[src/rtl/uart_pkg.sv]
`default_nettype none
// ----------------------------------------------------------------------------
// uart_pkg : shared UART receiver/transmitter types and helpers   (rev 1.0)
// ----------------------------------------------------------------------------
package uart_pkg;

  typedef enum logic [2:0] {
    ST_IDLE      = 3'd0,
    ST_START     = 3'd1,
    ST_DATA      = 3'd2,
    ST_PARITY    = 3'd3,
    ST_STOP      = 3'd4,
    ST_WAIT_HIGH = 3'd5
  } uart_rx_state_t;

  localparam logic PARITY_MODE_EVEN = 1'b0;
  localparam logic PARITY_MODE_ODD  = 1'b1;

  function automatic logic UART_MAJ3(input logic a, input logic b, input logic c);
    return (a & b) | (a & c) | (b & c);
  endfunction

endpackage
`default_nettype wire

[src/rtl/uart_rx_sampler.sv]
`default_nettype none
// ----------------------------------------------------------------------------
// uart_rx_sampler : line synchroniser, tick counter, 3-sample majority (rev 1.0)
// ----------------------------------------------------------------------------
module uart_rx_sampler
  import uart_pkg::*;
#(
  parameter int OVERSAMPLE = 16
) (
  input  logic clk,
  input  logic reset,
  input  logic tick,
  input  logic clear,
  input  logic rxd,
  output logic rxd_s,
  output logic bit_val,
  output logic bit_done,
  output logic boundary
);

  localparam int CW  = $clog2(OVERSAMPLE);
  localparam int MID = OVERSAMPLE / 2;

  logic          sync1;
  logic          sync2;
  logic [CW-1:0] cnt;
  logic          samp_a;
  logic          samp_b;

  always_ff @(posedge clk) begin
    if (reset) begin
      sync1  <= 1'b1;
      sync2  <= 1'b1;
      cnt    <= '0;
      samp_a <= 1'b1;
      samp_b <= 1'b1;
    end else begin
      sync1 <= rxd;
      sync2 <= sync1;
      if (clear)
        cnt <= '0;
      else if (tick)
        cnt <= (cnt == CW'(OVERSAMPLE - 1)) ? '0 : cnt + 1'b1;
      if (tick && cnt == CW'(MID - 1))
        samp_a <= sync2;
      if (tick && cnt == CW'(MID))
        samp_b <= sync2;
    end
  end

  // Third vote is the live sample on the deciding tick.
  assign rxd_s    = sync2;
  assign bit_done = tick && (cnt == CW'(MID + 1));
  assign boundary = tick && (cnt == CW'(OVERSAMPLE - 1));
  assign bit_val  = UART_MAJ3(samp_a, samp_b, sync2);

endmodule
`default_nettype wire

[src/rtl/uart_rx_param.sv]
`default_nettype none
// ----------------------------------------------------------------------------
// uart_rx_param : parametrised oversampling UART receiver, ready/valid out (rev 1.0)
// ----------------------------------------------------------------------------
module uart_rx_param
  import uart_pkg::*;
#(
  parameter int DATA_BITS  = 8,
  parameter int OVERSAMPLE = 16,
  parameter int PARITY_EN  = 0,
  parameter int PARITY_ODD = 0,
  parameter int STOP_BITS  = 1
) (
  input  logic                 clk,
  input  logic                 reset,
  input  logic                 i_clk_rx,
  input  logic                 i_rxd,
  output logic [DATA_BITS-1:0] o_rx_data,
  output logic                 o_rx_valid,
  input  logic                 i_rx_ready,
  output logic                 o_parity_err,
  output logic                 o_frame_err,
  output logic                 o_overrun,
  output logic                 o_busy
);

  localparam int   BW        = $clog2(DATA_BITS + 1);
  localparam logic PAR_SENSE = (PARITY_ODD != 0) ? PARITY_MODE_ODD : PARITY_MODE_EVEN;

  uart_rx_state_t       state;
  logic                 rxd_s;
  logic                 bit_val;
  logic                 bit_done;
  logic                 boundary;
  logic                 clear;
  logic [DATA_BITS-1:0] shreg;
  logic [BW-1:0]        bitcnt;
  logic                 stopcnt;
  logic                 par_acc;
  logic                 frm_acc;
  logic                 last_stop;
  logic                 complete;
  logic                 frame_bad;
  logic                 load;

  uart_rx_sampler #(
    .OVERSAMPLE (OVERSAMPLE)
  ) u_sampler (
    .clk      (clk),
    .reset    (reset),
    .tick     (i_clk_rx),
    .clear    (clear),
    .rxd      (i_rxd),
    .rxd_s    (rxd_s),
    .bit_val  (bit_val),
    .bit_done (bit_done),
    .boundary (boundary)
  );

  // Counter idles at 0; the start-detect tick itself is tick 0 of the frame.
  assign clear     = (state == ST_WAIT_HIGH) || ((state == ST_IDLE) && !(i_clk_rx && !rxd_s));
  assign last_stop = (STOP_BITS == 1) || stopcnt;
  assign complete  = (state == ST_STOP) && bit_done && last_stop;
  assign frame_bad = frm_acc | ~bit_val;
  assign load      = complete && (!o_rx_valid || i_rx_ready);

  always_ff @(posedge clk) begin
    if (reset) begin
      state        <= ST_WAIT_HIGH;
      shreg        <= '0;
      bitcnt       <= '0;
      stopcnt      <= 1'b0;
      par_acc      <= 1'b0;
      frm_acc      <= 1'b0;
      o_rx_data    <= '0;
      o_rx_valid   <= 1'b0;
      o_parity_err <= 1'b0;
      o_frame_err  <= 1'b0;
      o_overrun    <= 1'b0;
      o_busy       <= 1'b0;
    end else begin
      o_overrun <= 1'b0;
      if (complete) begin
        if (load) begin
          o_rx_data    <= shreg;
          o_parity_err <= par_acc;
          o_frame_err  <= frame_bad;
          o_rx_valid   <= 1'b1;
        end else begin
          o_overrun <= 1'b1;
        end
      end else if (o_rx_valid && i_rx_ready) begin
        o_rx_valid <= 1'b0;
      end

      case (state)
        ST_WAIT_HIGH: begin
          if (rxd_s) begin
            state  <= ST_IDLE;
            o_busy <= 1'b0;
          end
        end
        ST_IDLE: begin
          if (i_clk_rx && !rxd_s) begin
            state   <= ST_START;
            o_busy  <= 1'b1;
            bitcnt  <= '0;
            stopcnt <= 1'b0;
            par_acc <= 1'b0;
            frm_acc <= 1'b0;
          end
        end
        ST_START: begin
          if (bit_done && bit_val) begin
            state  <= ST_IDLE;
            o_busy <= 1'b0;
          end else if (boundary) begin
            state <= ST_DATA;
          end
        end
        ST_DATA: begin
          if (bit_done) begin
            shreg  <= {bit_val, shreg[DATA_BITS-1:1]};
            bitcnt <= bitcnt + 1'b1;
          end
          if (boundary && bitcnt == BW'(DATA_BITS))
            state <= (PARITY_EN != 0) ? ST_PARITY : ST_STOP;
        end
        ST_PARITY: begin
          if (bit_done)
            par_acc <= bit_val ^ (^shreg) ^ PAR_SENSE;
          if (boundary)
            state <= ST_STOP;
        end
        ST_STOP: begin
          // Frame closes on the last stop bit's decision, not at its end.
          if (bit_done) begin
            frm_acc <= frame_bad;
            if (last_stop) begin
              state  <= bit_val ? ST_IDLE : ST_WAIT_HIGH;
              o_busy <= !bit_val;
            end else begin
              stopcnt <= 1'b1;
            end
          end
        end
        default: begin
          state  <= ST_WAIT_HIGH;
          o_busy <= 1'b1;
        end
      endcase
    end
  end

endmodule
`default_nettype wire
[config.mk]
export PLATFORM = sky130hd
export DESIGN_NAME = uart_rx_param
export DESIGN_NICKNAME = d
export VERILOG_FILES = /design/src/rtl/uart_pkg.sv /design/src/rtl/uart_rx_sampler.sv /design/src/rtl/uart_rx_param.sv
export SDC_FILE = /design/constraint.sdc
export NUM_CORES = 1
export LEC_CHECK = 0
export ABC_AREA = 1
export CORE_ASPECT_RATIO = 1.75
export CORE_MARGIN = 5
export CORE_UTILIZATION = 40
export CTS_CLUSTER_DIAMETER = 80
export CTS_CLUSTER_SIZE = 20
export DETAILED_ROUTE_END_ITERATION = 6
export DONT_BUFFER_PORTS = 1
export HOLD_SLACK_MARGIN = 0.05
export PLACE_DENSITY = 0.64
export SLEW_MARGIN = 20
export SYNTH_ARGS = -nofsm -noshare
export SYNTH_HDL_FRONTEND = slang
export SYNTH_SLANG_ARGS = --single-unit
[constraint.sdc]
create_clock -name clk -period 1.5 [get_ports clk]
set_clock_uncertainty 0.1 [all_clocks]
set_input_delay 0.225 -clock clk [delete_from_list [all_inputs] [get_ports clk]]
set_output_delay 0.225 -clock clk [all_outputs]
set_load 0.01 [all_outputs]
# Word level (Yosys, flattened, before mapping)
# Index checks and enable logic that the tools add are counted.
[op_classes]
n_addsub = 2
eq_ne = 20
mux = 27
bitwise = 10
n_reduce_logical = 34
[op_table]
columns = ["operator", "n"]
rows = [
  ["3-bit 2-to-1 mux", 8],
  ["3-bit one-hot mux with 6 select lines", 1],
  ["4-bit == test (second input constant)", 4],
  ["4-bit 2-to-1 mux", 3],
  ["2-bit inequality test (second input constant)", 6],
  ["1-bit logical AND", 11],
  ["1-bit 2-to-1 mux", 11],
  ["3-bit AND reduction", 3],
  ["4-bit by 1-bit adder with 4-bit output (second input constant)", 2],
  ["4-bit one-hot mux with 2 select lines", 1],
  ["2-bit nonzero test", 4],
  ["8-bit parity", 1],
  ["3-bit by 2-bit == test with 1-bit output (second input constant)", 2],
  ["3-bit == test (second input constant)", 2],
  ["2-bit by 1-bit inequality test with 1-bit output (second input constant)", 3],
  ["2-bit AND reduction", 3],
  ["6-bit AND reduction", 1],
  ["2-bit OR reduction", 3],
  ["1-bit one-hot mux with 5 select lines", 1],
  ["5-bit AND reduction", 1],
  ["4-bit by 3-bit == test with 1-bit output (second input constant)", 1],
  ["1-bit zero test", 4],
  ["1-bit one-hot mux with 2 select lines", 2],
  ["1-bit AND", 3],
  ["7 further kinds", 12],
]
[totals]
register_bits = 38
out_inout_bits = 13
elab_cells = 109

# Logic depth before layout (Yosys ltp)
# Gate-level depths: netlist (run 1).
[depth]
ltp_word = 7
mapped_depth = 11
ltp_nobuf = 11

# Cells and area by module
# Synthesis (run 1) repeated with hierarchy kept, for this count alone.
[hier_totals]
cells_unflattened = 254
area_unflattened_um2 = 1821.7
[modules_own_cells]
columns = ["module", "n_inst", "cells_each", "area_per_inst_um2", "seq_area_each_um2"]
rows = [
  ["uart_rx_param", 1, 201, 1435.1, 600.6],
  ["uart_rx_sampler", 1, 53, 386.6, 160.2],
]

# Worst setup path after synthesis (run 1)
# No wires, ideal clock.
[synth_path]
kind = "reg-to-reg"
start = "register u_sampler.cnt[1]"
end = "register state[0]"
setup_time_ns = 0.127
arrival_time_ns = 1.182
required_time_ns = 1.273
path_slack_ns = 0.092
path_stages_with_launch = 10
period_less_slack_ns = 1.408
path_cell_list = "dfxtp_1 -> inv_1 -> ha_1 -> nand4_1 -> nand2_1 -> nand3_2 -> nor2_2 -> nand2_1 -> nand2_1 -> nand3_1"
[synth_via]
elab_chain_cells = 5
word_cells_on_any_way = 13
classes_between = "eq/ne: 6; mux: 2; reduce/logical: 5"
[synth_rtl]
columns = ["item", "line", "source"]
rows = [
  ["from (decl)", "uart_rx_sampler.sv:26", "logic [CW-1:0] cnt;"],
  ["from (signal assigned)", "uart_rx_sampler.sv:43", "cnt <= (cnt == CW'(OVERSAMPLE - 1)) ? '0 : cnt + 1'b1;"],
  ["4-bit == test (on tied branches)", "uart_rx_sampler.sv:53, uart_rx_sampler.sv:54", ""],
  ["1-bit logical AND (on tied branches)", "uart_rx_sampler.sv:53, uart_rx_sampler.sv:54", ""],
  ["1-bit logical AND (on tied branches)", "uart_rx_param.sv:114, uart_rx_param.sv:126", ""],
  ["3-bit inequality test (no line) (tied with other cells)", "-", ""],
  ["6-bit AND reduction (no line) / 3-bit one-hot mux with 6 select lines (equally long branches)", "-", ""],
  ["to (signal assigned)", "uart_rx_param.sv:127", "state <= (PARITY_EN != 0) ? ST_PARITY : ST_STOP;"],
  ["to (signal assigned)", "uart_rx_param.sv:140", "state <= bit_val ? ST_IDLE : ST_WAIT_HIGH;"],
  ["to (decl)", "uart_rx_param.sv:30", "uart_rx_state_t state;"],
]
# Parallel ways exist; a longest one is shown, timed or not.
# A chain may end at the register's enable or synchronous reset.

# Worst setup path after layout (run 1)
# Ends and elaborated chain as after synthesis.

==> results.toml, run 1 <==
[outcome]
status = "finished, final reports clean"

[placement]
dp_hpwl_mm = 2.91
dp_cells = 315
numPortBuffers = 0
place_ws_ns = -0.00422
dpl_cell_area_um2 = 1940
place.gp.congestion = 0.792

[global_route]
overflow = 0
antenna_found_initial = 0
grt_usage = 0.150
grt_pass1_vias = 1638
grt_pass1_wl_mm = 6.81
grt_max_degree = 22

[cells_and_area]
finalInstanceArea_um2 = 2230
finalNonFillerCells = 331
diodes = 0
fin_nets = 289
areaGrowthSynthToFinish_pct = 22.7
fin_util = 0.506
final_layout_size_suffix_gt1_frac = 0.211

[sta]
fmax_ghz = 0.686
max_slew_margin = 0.791
finalCriticalPeriod_ns = 1.46
hold_violations = 0
setup_viol = 0
drv_slew = 0
rsz0062_at_grt = "true"
tightest_slew_ns = 0.312
fin_crit_sh = 0.971
finalSetupTns_ns = 0
fin_ws_ns = 0.0428

[cts]
cts_buffer_depth = 2
cts_sinks = 38
htreeDepth = 2
insertion_delay_ns = 0.30
numCtsBuffers = 5
root_buffer = "clkbuf_8"
path_clk_slew_ns = 0.07
cts_tree = "built"

[yosys]
ys.flop_type = "dfxtp_1"
async_flop_share = 0
synth_mux_area_frac = 0
syn_inst = 258
ys_ff_latch = 38
avgSynthCellArea_um2 = 7.04
synth_compound_area_frac = 0.151
yosys_warnings = 0
synth_area_um2 = 1820
ys_seq_area_frac = 0.419
synthAdderAreaFrac = 0.0344
synth_cell_types = 27
synthSimpleGateAreaFrac = 0.289
synth_nets = 268
synth_xor_area_frac = 0.00482
synth_top_family_by_area = "simple AND/OR/NAND/NOR gates"
synth_edf_count = 0

[critical_path]
crit_top_cell = "nand2_1"
worstPathMaxFanout = 3
critPathLaunchType = "flop"
critical_path_class = "reg2reg"
slowest_delay_ns = 0.32
worstPathRequired_ns = 1.58
slowest_stage = "dfxtp_2"
worst_ep_arrival_time_ns = 1.54
cp-end-kind = "flop"
critPathBufInv = 1
cp_top_family = "simple AND/OR/NAND/NOR gates"
path_cells = "inv_2 -> ha_4 -> nand4_1 -> nand2_2 -> nand3_4 -> nor2_4 -> nand2_1 -> nand2_1 -> nand3_1"

[drt]
via_per_inst = 4.92
drt-pass1-iter-count = 4
drt_wl_total_mm = 4.00
dr_total_vias = 1627
wl_per_cell_um = 12.1
drt_iter0_drc = 50
drtAntennaViolNets = 0
drc = 0

[pwr]
p_leak_nw = 0.984
seq_power_share = 0.434
power.internal_mw = 1.83
power_density_nw_per_um2 = 1190
p_sw_mw = 0.818
swShare = 0.309
peakVddDrop_mv = 0.706
p_clk_frac = 0.328
combPwrFrac = 0.238

[min_path]
hold_path_class = "in2reg"

[die]
coreArea_um2 = 4400
fp.dieH_um = 99.2
dieArea_um2 = 6040
start_util = 0.412
rows = 32
die_w_um = 60.9
pin_count = 18

[flow_run]
drv_cap = 0
[power groups by stage]
stage	logic, mW	clock network, mW	registers (mW)
6_report	0.629	0.868	1.15
5_1_grt	0.725	0.950	1.16
4_1_cts	0.481	0.893	1.13
3_5_place_dp	0.458	0	1.15
3_3_place_gp	0.454	0	1.15
2_1_floorplan	0.371	0	1.14
[final timing paths]
kind	to	slack, ns	cells after the start	from
setup reg to reg	state[0]	0.04	9	u_sampler.cnt[1]
hold reg to reg	bitcnt[1]	0.40	2	bitcnt[1]
setup / recovery	state[0]	0.04	9	u_sampler.cnt[1]
hold / removal	u_sampler.samp_a	0.05	2	reset
[cell families after synthesis]
group | Yosys count
flops | 38
compound gates | 54
simple gates | 114
xor+xnor | 1
buf+inv | 46
fa+ha+maj | 5
[cell usage after synthesis, types with 4 or more instances]
master	count	area share
o21ai_0	24	0.066
nor2_1	29	0.060
nor2_2	4	0.014
nor3_1	7	0.019
inv_1	37	0.076
dfxtp_1	38	0.42
nand3_1	10	0.028
ha_1	5	0.034
nand2_1	49	0.10
a21oi_1	27	0.074
[cell usage in the layout (no fill, tap or decap), drive strengths merged]
cell type / synthesis / final
or2: 3 / 3
inv: 39 / 39
nand4: 2 / 2
bufinv: 0 / 1
buf: 3 / 14
nand3: 11 / 11
nand3b: 3 / 3
nor2: 34 / 34
nand2: 53 / 53
xnor2: 1 / 1
dfxtp: 38 / 38
o311ai: 1 / 1
ha: 5 / 5
o21ai: 26 / 26
dlygate4sd3: 0 / 6
clkinvlp: 0 / 2
nor3: 8 / 8
a21oi: 27 / 27
clkinv: 1 / 1
clkbuf: 3 / 5
[registers in the layout (all words and copies together) (netlist names), 3 cells and up]
signal and flops:
bitcnt 4, o_rx_data 8, shreg 8, state 3
u_sampler.cnt 4
[through the flow]
step / power [mW] / hold WS [ns]
3_3_place_gp: 1.60 / 0.197
2_1_floorplan: 1.51 / 0.229
3_5_place_dp: 1.61 / 0.199
6_report: 2.65 / 0.0463
5_1_grt: 2.83 / 0.0755
4_1_cts: 2.50 / 0.0543
[area by class of cell]
type,count,area [um2]
fill,439,2180
multi-input combinational,174,962
sequential,38,768
timing repair buffer,20,165
inverter,40,155
clock buffer,5,68.8
tap,51,63.8
clock inverter,3,45.0
[metal layers]
metal	up-vias	wire [um]	GRT usage
met5	-	0	0
li1	860	-	-
met4	0	223	0.105
met3	18	145	0.0377
met2	28	2240	0.275
met1	721	1400	0.130
[repair_timing]
action,CTS,global route
setup buffers,0,2
hold endpoints to repair,13,1
hold buffers,6,1
pin swaps,0,7
resized for setup,4,27
endpoints found under the setup margin,7,23
Power figures use the tool's default switching activity.
==> run 2: changes to the inputs <==
--- a/config.mk
+++ b/config.mk
@@ -13,9 +13,8 @@
 export CTS_CLUSTER_SIZE = 20
 export DETAILED_ROUTE_END_ITERATION = 6
 export DONT_BUFFER_PORTS = 1
-export HOLD_SLACK_MARGIN = 0.05
 export PLACE_DENSITY = 0.64
-export SLEW_MARGIN = 20
+export SLEW_MARGIN = 10
 export SYNTH_ARGS = -nofsm -noshare
 export SYNTH_HDL_FRONTEND = slang
 export SYNTH_SLANG_ARGS = --single-unit
==> run 2 against run 1 <==
Net effect:
- register-to-register slack hardly changed
- wire length is 1.6% higher
- power hardly changed
- final area is 1.0% lower
- clock-buffer cell count stayed put
- critical path depth stayed put
- non-clock buffer count is 3 lower
- largest power group unchanged
- first-iteration DRC count is 30% higher
- largest cell class unchanged
- cell count is 0.60% lower
- die area stayed put
- setup slack worse by 0.0043 ns
==> results.toml, run 2 (synthesis results as in run 1) <==
[drt]
drtAntennaViolNets = 0
wl_met2_mm = 2.31
drt_wl_total_mm = 4.07
dr_wl_met3_um = 139
via_per_inst = 4.97
wl_per_cell_um = 12.4
drc = 0
drt_iter0_drc = 65
wl_met1_mm = 1.43
dr_total_vias = 1634
top_layer = "met4"
drt-pass1-iter-count = 4

[sta]
drv_slew = 0
finalCriticalPeriod_ns = 1.46
finalSetupTns_ns = 0
tightest_slew_ns = 0.338
max_slew_margin = 0.774
hold_violations = 0
setup_viol = 0
fmax_ghz = 0.684
fin_crit_sh = 0.974
rsz0062_at_grt = "true"
fin_ws_ns = 0.0385

[cells_and_area]
fillerInstances = 441
final_layout_size_suffix_gt1_frac = 0.219
diodes = 0
finalInstanceArea_um2 = 2210
layout_common_cells = "nand2_1 (42), inv_1 (35), dfxtp_1 (34), nor2_1 (27), a21oi_1 (26)"
final_common_cell = "nand2_1"
finalNonFillerCells = 329
fin_nets = 287
reg_top3 = "o_rx_data x8, shreg x8"
areaGrowthSynthToFinish_pct = 21.4

[pwr]
seq_power_share = 0.436
p_sw_mw = 0.824
p_leak_nw = 0.980
combPwrFrac = 0.236
p_clk_frac = 0.328
peakVddDrop_mv = 0.715
swShare = 0.312
power.internal_mw = 1.82
power_density_nw_per_um2 = 1200

[global_route]
grt_max_degree = 22
grt_pass1_wl_mm = 6.69
grt_pass1_vias = 1609
overflow = 0
antenna_found_initial = 0
grt_usage = 0.146

[die]
pin_count = 18
die_w_um = 60.9
rows = 32
coreArea_um2 = 4400
dieArea_um2 = 6040
start_util = 0.412
fp.dieH_um = 99.2

[cts]
htreeDepth = 2
numCtsBuffers = 5
cts_tree = "built"
root_buffer = "clkbuf_8"
path_clk_slew_ns = 0.07
cts_sinks = 38
cts_buffer_depth = 2
insertion_delay_ns = 0.30

[placement]
numPortBuffers = 0
place.gp.congestion = 0.792
dp_hpwl_mm = 2.91
place_ws_ns = -0.00422
dp_cells = 315
dpl_cell_area_um2 = 1940

[critical_path]
worstPathRequired_ns = 1.58
cp-end-kind = "flop"
worst_ep_arrival_time_ns = 1.54
worstPathMaxFanout = 3
critPathLaunchType = "flop"
critical_path_class = "reg2reg"
rrSetupSlack_ns = 0.04

[outcome]
status = "finished, final reports clean"

[flow_run]
drv_cap = 0

[min_path]
hold_path_class = "in2reg"
[run 2: routing by layer]
metal,vias up,global-route usage
met5,-,0
met4,0,0.0985
met3,16,0.0390
met2,28,0.272
met1,737,0.126
li1,853,-
[run 2: area by class of cell]
class | count | area (um2) | area share
timing repair buffer | 17 | 135 | 0.0613
multi-input combinational | 174 | 961 | 0.436
clock buffer | 5 | 68.8 | 0.0312
clock inverter | 3 | 45.0 | 0.0204
timing repair inverter | 1 | 6.26 | 0.00284
sequential | 38 | 768 | 0.348
inverter | 40 | 158 | 0.0715
tap | 51 | 63.8 | 0.0289
[run 2: critical path, stage by stage (launching register included)]
cell and delay, ns:
dfxtp_2 0.32, inv_2 0.06, ha_4 0.12, nand4_1 0.17, nand2_2 0.14, nand3_4 0.11, nor2_4 0.16, nand2_2 0.05
nand2_1 0.05, nand3_1 0.06
[run 2: path summary, 6_finish.rpt]
check	from	endpoint	cells past startpoint
min	i_clk_rx	u_sampler.cnt[0]	3
max reg2reg	u_sampler.cnt[1]	state[0]	9
max	u_sampler.cnt[1]	state[0]	9
min reg2reg	u_sampler.sync1	u_sampler.rxd_s	1
[run 2: power by group through the flow]
stage               sequential (mW)  combinational [mW]  clock, mW
global placement               1.15               0.454          0
detailed placement             1.15               0.458          0
floorplan                      1.14               0.371          0
finish                         1.15               0.624      0.868
global route                   1.16               0.711      0.953
CTS                            1.13               0.474      0.893
[run 2: through the flow]
stage	hold WS [ns]	util	power, mW
3_5_place_dp	0.199	0.439	1.61
6_report	0.0102	0.501	2.64
2_1_floorplan	0.229	-	1.51
4_1_cts	0.00514	0.476	2.49
3_3_place_gp	0.197	0.439	1.60
5_1_grt	0.0248	0.501	2.82
[run 2: what timing repair did]
action | in CTS | in global routing
gates resized for setup | 4 | 30
pin swaps | 0 | 7
gates cloned | 0 | 1
hold buffers | 3 | 0
endpoints found under the setup margin | 7 | 22
buffers inserted | 0 | 2
hold endpoints to repair | 9 | 0
